File: src/rtl/rn_ds_pkg.sv
// Shared widths and payload layout for rename/dispatch-style pipeline stages.
package rn_ds_pkg;

  localparam int unsigned ALUOP_W = 9;
  localparam int unsigned AREG_W  = 5;
  localparam int unsigned PREG_W  = 6;
  localparam int unsigned IMM_W   = 32;
  localparam int unsigned PC_W    = 32;
  localparam int unsigned LANES   = 2;

  typedef struct packed {
    logic [ALUOP_W-1:0] aluop;
    logic [AREG_W-1:0]  src1;
    logic [AREG_W-1:0]  src2;
    logic [AREG_W-1:0]  rdst;
    logic [PREG_W-1:0]  psrc1;
    logic [PREG_W-1:0]  psrc2;
    logic [PREG_W-1:0]  pdst;
    logic [IMM_W-1:0]   imm;
  } lane_payload_t;

  localparam int unsigned LANE_PAYLOAD_W = $bits(lane_payload_t);

  // Group = pc + per-lane valid + per-lane fields.
  function automatic int unsigned group_payload_w(int unsigned lanes, int unsigned aluop_w,
                                                  int unsigned areg_w, int unsigned preg_w,
                                                  int unsigned imm_w, int unsigned pc_w);
    return pc_w + lanes * (1 + aluop_w + 3 * areg_w + 3 * preg_w + imm_w);
  endfunction

  localparam int unsigned PAYLOAD_W =
      group_payload_w(LANES, ALUOP_W, AREG_W, PREG_W, IMM_W, PC_W);

endpackage

File: src/rtl/pipe_skid_reg.sv
// Generic 2-entry valid/ready skid register; in_ready_o is a pure register decode.
module pipe_skid_reg #(
  parameter int unsigned Width = 8
) (
  input  logic             clk_i,
  input  logic             rst_ni,
  input  logic             flush_i,
  input  logic             in_valid_i,
  output logic             in_ready_o,
  input  logic [Width-1:0] in_data_i,
  output logic             out_valid_o,
  input  logic             out_ready_i,
  output logic [Width-1:0] out_data_o
);

  logic             main_valid_q, main_valid_d;
  logic             skid_valid_q, skid_valid_d;
  logic [Width-1:0] main_data_q, main_data_d;
  logic [Width-1:0] skid_data_q, skid_data_d;
  logic             push, pop;

  assign in_ready_o  = ~skid_valid_q;
  assign out_valid_o = main_valid_q;
  assign out_data_o  = main_data_q;

  assign push = in_valid_i & in_ready_o;
  assign pop  = main_valid_q & out_ready_i;

  always_comb begin
    main_valid_d = main_valid_q;
    main_data_d  = main_data_q;
    skid_valid_d = skid_valid_q;
    skid_data_d  = skid_data_q;
    if (flush_i) begin
      main_valid_d = 1'b0;
      main_data_d  = '0;
      skid_valid_d = 1'b0;
      skid_data_d  = '0;
    end else if (!main_valid_q || pop) begin
      // Head is free this cycle: refill from skid first to keep FIFO order.
      if (skid_valid_q) begin
        main_valid_d = 1'b1;
        main_data_d  = skid_data_q;
        skid_valid_d = 1'b0;
      end else begin
        main_valid_d = push;
        if (push) begin
          main_data_d = in_data_i;
        end
      end
    end else if (push) begin
      skid_valid_d = 1'b1;
      skid_data_d  = in_data_i;
    end
  end

  always_ff @(posedge clk_i or negedge rst_ni) begin
    if (!rst_ni) begin
      main_valid_q <= 1'b0;
      main_data_q  <= '0;
      skid_valid_q <= 1'b0;
      skid_data_q  <= '0;
    end else begin
      main_valid_q <= main_valid_d;
      main_data_q  <= main_data_d;
      skid_valid_q <= skid_valid_d;
      skid_data_q  <= skid_data_d;
    end
  end

endmodule

File: src/rtl/rn_ds_pipe.sv
// Rename-to-dispatch pipeline register: skid-buffered handshake, flush, empty-group drop
// and a saturating backpressure counter.
module rn_ds_pipe
  import rn_ds_pkg::*;
#(
  parameter int unsigned LANES   = 2,
  parameter int unsigned ALUOP_W = rn_ds_pkg::ALUOP_W,
  parameter int unsigned AREG_W  = rn_ds_pkg::AREG_W,
  parameter int unsigned PREG_W  = rn_ds_pkg::PREG_W,
  parameter int unsigned IMM_W   = rn_ds_pkg::IMM_W,
  parameter int unsigned PC_W    = rn_ds_pkg::PC_W,
  parameter int unsigned CNT_W   = 16
) (
  input  logic                      clk,
  input  logic                      rst_n,
  input  logic                      flush,
  input  logic                      rn_valid,
  output logic                      rn_ready,
  input  logic [PC_W-1:0]           rn_pc,
  input  logic [LANES-1:0]          rn_lane_valid,
  input  logic [LANES*ALUOP_W-1:0]  rn_aluop,
  input  logic [LANES*AREG_W-1:0]   rn_src1,
  input  logic [LANES*AREG_W-1:0]   rn_src2,
  input  logic [LANES*AREG_W-1:0]   rn_rdst,
  input  logic [LANES*PREG_W-1:0]   rn_psrc1,
  input  logic [LANES*PREG_W-1:0]   rn_psrc2,
  input  logic [LANES*PREG_W-1:0]   rn_pdst,
  input  logic [LANES*IMM_W-1:0]    rn_imm,
  output logic                      ds_valid,
  input  logic                      ds_ready,
  output logic [PC_W-1:0]           ds_pc,
  output logic [LANES-1:0]          ds_lane_valid,
  output logic [LANES*ALUOP_W-1:0]  ds_aluop,
  output logic [LANES*AREG_W-1:0]   ds_src1,
  output logic [LANES*AREG_W-1:0]   ds_src2,
  output logic [LANES*AREG_W-1:0]   ds_rdst,
  output logic [LANES*PREG_W-1:0]   ds_psrc1,
  output logic [LANES*PREG_W-1:0]   ds_psrc2,
  output logic [LANES*PREG_W-1:0]   ds_pdst,
  output logic [LANES*IMM_W-1:0]    ds_imm,
  output logic [CNT_W-1:0]          ds_stall_cnt
);

  localparam int unsigned PayW =
      group_payload_w(LANES, ALUOP_W, AREG_W, PREG_W, IMM_W, PC_W);
  localparam logic [CNT_W-1:0] CntMax = {CNT_W{1'b1}};

  logic [PayW-1:0]  in_data, out_data;
  logic             in_valid;
  logic [CNT_W-1:0] stall_cnt_q, stall_cnt_d;

  assign in_data = {rn_pc, rn_lane_valid, rn_aluop, rn_src1, rn_src2, rn_rdst,
                    rn_psrc1, rn_psrc2, rn_pdst, rn_imm};

  // Empty groups still see rn_ready, so they are handshaken but never stored.
  assign in_valid = rn_valid & (|rn_lane_valid);

  pipe_skid_reg #(
    .Width (PayW)
  ) u_skid (
    .clk_i       (clk),
    .rst_ni      (rst_n),
    .flush_i     (flush),
    .in_valid_i  (in_valid),
    .in_ready_o  (rn_ready),
    .in_data_i   (in_data),
    .out_valid_o (ds_valid),
    .out_ready_i (ds_ready),
    .out_data_o  (out_data)
  );

  assign {ds_pc, ds_lane_valid, ds_aluop, ds_src1, ds_src2, ds_rdst,
          ds_psrc1, ds_psrc2, ds_pdst, ds_imm} = out_data;

  always_comb begin
    stall_cnt_d = stall_cnt_q;
    if (ds_valid && !ds_ready && (stall_cnt_q != CntMax)) begin
      stall_cnt_d = stall_cnt_q + CNT_W'(1);
    end
  end

  always_ff @(posedge clk or negedge rst_n) begin
    if (!rst_n) begin
      stall_cnt_q <= '0;
    end else begin
      stall_cnt_q <= stall_cnt_d;
    end
  end

  assign ds_stall_cnt = stall_cnt_q;

endmodule

File: config.mk
export PLATFORM = sky130hd
export DESIGN_NAME = rn_ds_pipe
export DESIGN_NICKNAME = d
export VERILOG_FILES = /design/src/rtl/rn_ds_pkg.sv /design/src/rtl/pipe_skid_reg.sv /design/src/rtl/rn_ds_pipe.sv
export SDC_FILE = /design/constraint.sdc
export NUM_CORES = 1
export LEC_CHECK = 0
export ABC_CLOCK_PERIOD_IN_PS = 2050
export CAP_MARGIN = 25
export CORE_ASPECT_RATIO = 1.4
export CORE_MARGIN = 5
export CORE_UTILIZATION = 45
export CTS_BUF_LIST = sky130_fd_sc_hd__clkbuf_8
export DETAILED_ROUTE_END_ITERATION = 7
export PLACE_DENSITY = 0.79
export SLEW_MARGIN = 10
export SYNTH_ARGS = -nofsm -noshare
export SYNTH_HDL_FRONTEND = slang
export SYNTH_SLANG_ARGS = --single-unit
File: constraint.sdc
create_clock -name clk -period 2.05 [get_ports clk]
set_clock_uncertainty 0.05 [all_clocks]
set_input_delay 0.41 -clock clk [delete_from_list [all_inputs] [get_ports clk]]
set_output_delay 0.41 -clock clk [all_outputs]
set_load 0.02 [all_outputs]
After elaboration in Yosys (flattened, before gate mapping)
Index checks and enable logic that the tools add are counted.
{"block": "classes", "addsub": 1, "eq_ne": 2, "mux": 12, "n_bitwise": 4, "reduce_logical": 12}
{"op": "182-bit 2-to-1 mux", "count": 6}
{"op": "16-bit by 1-bit adder with 16-bit output (second input constant)", "count": 1}
{"op": "16-bit inequality test (second input constant)", "count": 1}
{"op": "1-bit 2-to-1 mux", "count": 6}
{"op": "3-bit nonzero test", "count": 2}
{"op": "2-bit AND reduction", "count": 2}
{"op": "2-bit nonzero test", "count": 2}
{"op": "1-bit AND", "count": 3}
{"op": "1-bit logical AND", "count": 2}
{"op": "1-bit logical NOT", "count": 2}
{"op": "2-bit inequality test (second input constant)", "count": 1}
{"op": "2-bit OR reduction", "count": 1}
{"op": "1-bit logical OR", "count": 1}
{"op": "1-bit inverter", "count": 1}
{"block": "totals", "regBits": 382, "input_bits": 187, "out_inout_bits": 200}

Longest topological paths before layout
{"block": "logic_depth", "ltp_word": 7, "mapped_depth": 7, "ltp_nobuf": 5}

Cells and area by module
A second synthesis with hierarchy kept.
{"block": "hier_totals", "cells_unflattened": 1101, "hier_area_um2": 15872.7}
{"module": "pipe_skid_reg", "n_inst": 1, "cells_each": 1024, "area_per_inst_um2": 15021.9, "seq_area_each_um2": 9158.8}
{"module": "rn_ds_pipe", "n_inst": 1, "cells_each": 77, "area_per_inst_um2": 850.8, "seq_area_each_um2": 400.4}

Worst setup path after synthesis
Ideal clock, no wire load.
{"block": "synth_timing", "kind": "register to register", "from": "register stall_cnt_q[0], in the netlist ds_stall_cnt[0]", "to": "register stall_cnt_q[1], in the netlist ds_stall_cnt[1]", "arrival_time_ps": 1748, "required_time_ps": 1875, "slack_ps": 127, "path_stages_with_launch": 6, "synth_period_minus_slack_ps": 1923, "cell_sequence": "dfrtp_1 ha_1 nand3_2 nor4_4 a21oi_2 mux2_4"}
{"block": "synth_between", "elab_chain_len": 2, "elab_cells_between_ends": 3}
{"item": "start, declared", "line": "rn_ds_pipe.sv:50", "source": "logic [CNT_W-1:0] stall_cnt_q, stall_cnt_d;"}
{"item": "start signal, assigned", "line": "rn_ds_pipe.sv:86", "source": "stall_cnt_q <= stall_cnt_d;"}
{"item": "branches (longest 2 deep; another with 16-bit by 1-bit adder with 16-bit output)"}
Parallel ways; which one is timed is not known.
A chain may end at the register's enable or synchronous reset.

Worst setup path in the final report
{"block": "layout_timing", "from": "register u_skid.skid_valid_q", "to": "output rn_ready"}
{"block": "layout_between", "elab_chain_len": 1}
{"item": "start, declared", "line": "pipe_skid_reg.sv:17", "source": "logic skid_valid_q, skid_valid_d;"}
{"item": "start signal, assigned", "line": "pipe_skid_reg.sv:66", "source": "skid_valid_q <= skid_valid_d;"}
{"item": "1-bit inverter", "line": "pipe_skid_reg.sv:22", "source": "assign in_ready_o = ~skid_valid_q;"}
{"item": "end, declared", "line": "rn_ds_pipe.sv:18", "source": "output logic rn_ready,"}
Every way passes these cells.

==> key figures <==
Status
  • Outcome: finished, final reports clean

Critical path
  • Cell family with most CP delay: flip-flops
  • CP Launch Type: flip-flop
  • Worst path required time: 1.59 ns
  • CP arrival: 1.48 ns
  • Worst path bufs/invs: 2
  • Crit-path slowest cell: dfrtp_4
  • Crit-path cells: inv_1 -> buf_2
  • Reg2Reg Launch Point: ds_stall_cnt[0]
  • R2r endpoint: ds_stall_cnt[9]
  • Crit-path max cell delay: 0.53 ns
  • Max Fanout on Critical Path: 5
  • Worst reg-to-reg path cell count: 6
  • Critical path type: flip-flop to output port
  • Reg2reg setup slack: 0.18 ns
  • Setup crit end kind: output port

Synth
  • Largest cells by area after synthesis: dfrtp_1 (57%), mux2i_1 (11%), a211oi_1 (8.2%), nand2_1 (8.2%), a21oi_1 (5.5%)
  • Syn avg cell area: 10.0 um^2
  • Compound-Gate Fraction of Synth Area: 0.139
  • Yosys warnings: 0
  • Yosys reg bits: 382
  • Synth Area in Adders: 0.000744
  • Distinct cell type count after synthesis: 33
  • Post-synth top area share: 0.568
  • Mux share of post-synthesis cell area: 0.109
  • Net Count, Synth: 1,864
  • Mapped Area: 0.0168 mm^2
  • Synth Area in Simple Gates: 0.137
  • Yosys top cell by area: dfrtp_1
  • Post-Syn Instances: 1,676
  • Sequential fraction of the synthesis area: 0.568
  • Main combinational cell family by area after synthesis: compound AO/OA/AOI/OAI gates
  • XOR/XNOR share of the synthesized area: 0.00677

Floorplanning
  • Core Footprint: 0.0369 mm^2
  • Die area: 0.0414 mm^2
  • Die Width: 173 um
  • # IOs: 387
  • Die height: 239 um
  • Starting Density: 0.456
  • Row count: 83

STA
  • Min Hold Slack: 0.141 ns
  • Final hold vios: 0
  • Max-Slew Margin vs Limit: 0.621
  • Final Slew Violations: 0
  • Worst-margin pin slew: 0.569 ns
  • Post-route minimum period: 1.94 ns
  • RSZ-0062 raised after global routing: no
  • Tcrit/Tclk final: 0.948
  • Endpoints failing setup: 0
  • Peak Freq: 515 MHz

Power and ir drop
  • Logic pwr share: 0.168
  • Sequential share of power: 0.476
  • Static Leakage: 10.1 nW
  • Max IR drop VDD: 0.000876 V
  • Switching power: 4.85 mW
  • Pwr per Cell Area: 766 mW/mm^2
  • Sw frac: 0.280
  • Clk pwr share: 0.356
  • Internal power: 12.5 mW

Routing
  • Drt wl/cell: 18.7 um
  • Drt via density: 5.40
  • DRC: 0
  • Routed WL: 48,200 um
  • Routed Antenna Nets: 0
  • Drt initial violations: 968
  • Drt pass-1 iters: 5
  • Routed vias: 13,938

CTS
  • Max Root-Sink Buffers: 3
  • Htree depth: 2
  • Reg clk slew, reported paths: 0.07 ns
  • Num CTS Buffers: 58
  • Worst-Skew Late Latency: 0.60 ns
  • TritonCTS clock tree: done
  • Root buf cell: clkbuf_8
  • Sink Count: 382
  • Setup bufs post-CTS: 0

Cells and area
  • Most frequent cells in the layout: dfrtp_1 (381), nand2_1 (367), dlygate4sd2_1 (197)
  • Syn-to-layout area delta: 34.6%
  • Most common cell after layout, fill and taps aside: dfrtp_1
  • Layout cells sized above 1: 0.0850
  • Final Cell Area: 0.0226 mm^2
  • Nets: 2,251

Placement
  • IO Port Bufs: 386
  • GP Congestion: 0.867
  • DP Area: 0.0217 mm^2
  • Post-DP HPWL: 34,100 um

GRT
  • Gr ovfl total: 0
  • Global-route wire length before repair: 77,300 um
  • Initial antenna violation count: 8
  • Gr usage total: 0.228
  • Largest net degree at the start of global routing: 69
  • Vias in the first global route: 14,612

Min path
  • Hold endpoint: u_skid.skid_data_q[7]
  • Hold_sp: flush
  • Worst hold-check path type: primary input to flip-flop
  • Hold Path Depth: 2

Flow run
  • Max_cap viols: 0
==> registers in the layout (all words and copies together) (netlist names) <==
signal and flops:
u_skid.skid_data_q 182, u_skid.skid_valid_q 1, ds_stall_cnt 16, u_skid.out_valid_o 1
u_skid.out_data_o 182
==> Yosys cell counts <==
| cell | n |
|---|---|
| and3_1 | 1 |
| clkbuf_1 | 46 |
| a21oi_1 | 184 |
| nand3_2 | 1 |
| or2_2 | 1 |
| nor3b_1 | 2 |
| a21oi_2 | 2 |
| o21ai_1 | 1 |
| and4_1 | 1 |
| nor2b_1 | 1 |
| dfrtp_1 | 382 |
| inv_1 | 2 |
| nand3_1 | 3 |
| nand4_2 | 1 |
| ha_1 | 1 |
| nand4_4 | 1 |
| xor2_1 | 13 |
| buf_2 | 96 |
| and4bb_1 | 1 |
| nand2b_1 | 1 |
| nand2_1 | 367 |
| a211oi_1 | 184 |
| nor4b_1 | 2 |
| nor4b_2 | 1 |
| nor4_4 | 1 |
| a31oi_1 | 2 |
| nor2_1 | 185 |
| nor4_1 | 1 |
| or3_1 | 1 |
| and2_1 | 2 |
| mux2i_1 | 182 |
| nor3_1 | 6 |
| mux2_4 | 1 |
==> area by class of cell <==
cell class                      count  area [um^2]
Tap cell                          467          584
Timing Repair Buffer              469         4690
Sequential cell                   382         9560
Fill cell                        3048        14200
Inverter                            2         7.51
Antenna cell                        9         22.5
Multi-Input combinational cell   1150         6620
Clock buffer                       76         1050
Clock inverter                     27          109
==> through the flow <==
stage | total power [mW] | std cells | TNS, ns | setup WS (ns) | util
after CTS | 17.5 | 2573 | 0 | 0.00359 | 0.613
after global placement | 11.5 | 2469 | -65.53 | -0.236 | 0.589
final | 17.3 | 2582 | 0 | 0.107 | 0.614
after global routing | 18.1 | 2581 | 0 | 0.00471 | 0.614
after floorplan | 9.73 | 1676 | 0 | 0.127 | -
after detailed placement | 11.6 | 2469 | -78.84 | -0.317 | 0.589
==> what timing repair did <==
item | CTS | global route
hold buffers | 1 | 0
endpoints found under the setup margin | 198 | 2
gates cloned | 0 | 0
gates resized for setup | 202 | 2
endpoints found under the hold margin | 34 | 0
==> per-layer routing <==
| layer | track usage | part of all wire |
|---|---|---|
| met1 | 0.264 | 0.38 |
| met2 | 0.397 | 0.51 |
| met3 | 0.0456 | 0.054 |
| met4 | 0.126 | 0.053 |
| met5 | 0 | 0 |
==> worst max path at each step <==
stage	cells after the start	endpoint	from
after CTS	1	ds_imm[34]	u_skid.out_data_o[34]
final	2	rn_ready	u_skid.skid_valid_q
after detailed placement	8	u_skid.out_data_o[130]	rn_lane_valid[1]
after floorplan	5	ds_stall_cnt[1]	ds_stall_cnt[0]
after global routing	2	rn_ready	u_skid.skid_valid_q
after global placement	8	u_skid.out_data_o[88]	rn_lane_valid[1]
==> power by group through the flow <==
stage / combinational (mW) / clock (mW) / sequential (mW)
finish: 2.91 / 6.16 / 8.26
detailed placement: 3.18 / 0 / 8.40
CTS: 2.95 / 6.33 / 8.26
global route: 3.16 / 6.65 / 8.30
global placement: 3.11 / 0 / 8.38
floorplan: 0.981 / 0 / 8.75
==> cell families after synthesis <==
kind of cell	after synthesis
and+or+nand+nor	580
muxes	183
adders and majority gates	1
AOI/OAI and AO/OA	373
xor gates and xnor gates	13
buffers and inverters	144
DFF	382
Note: power is estimated with default switching activity, not from simulation.
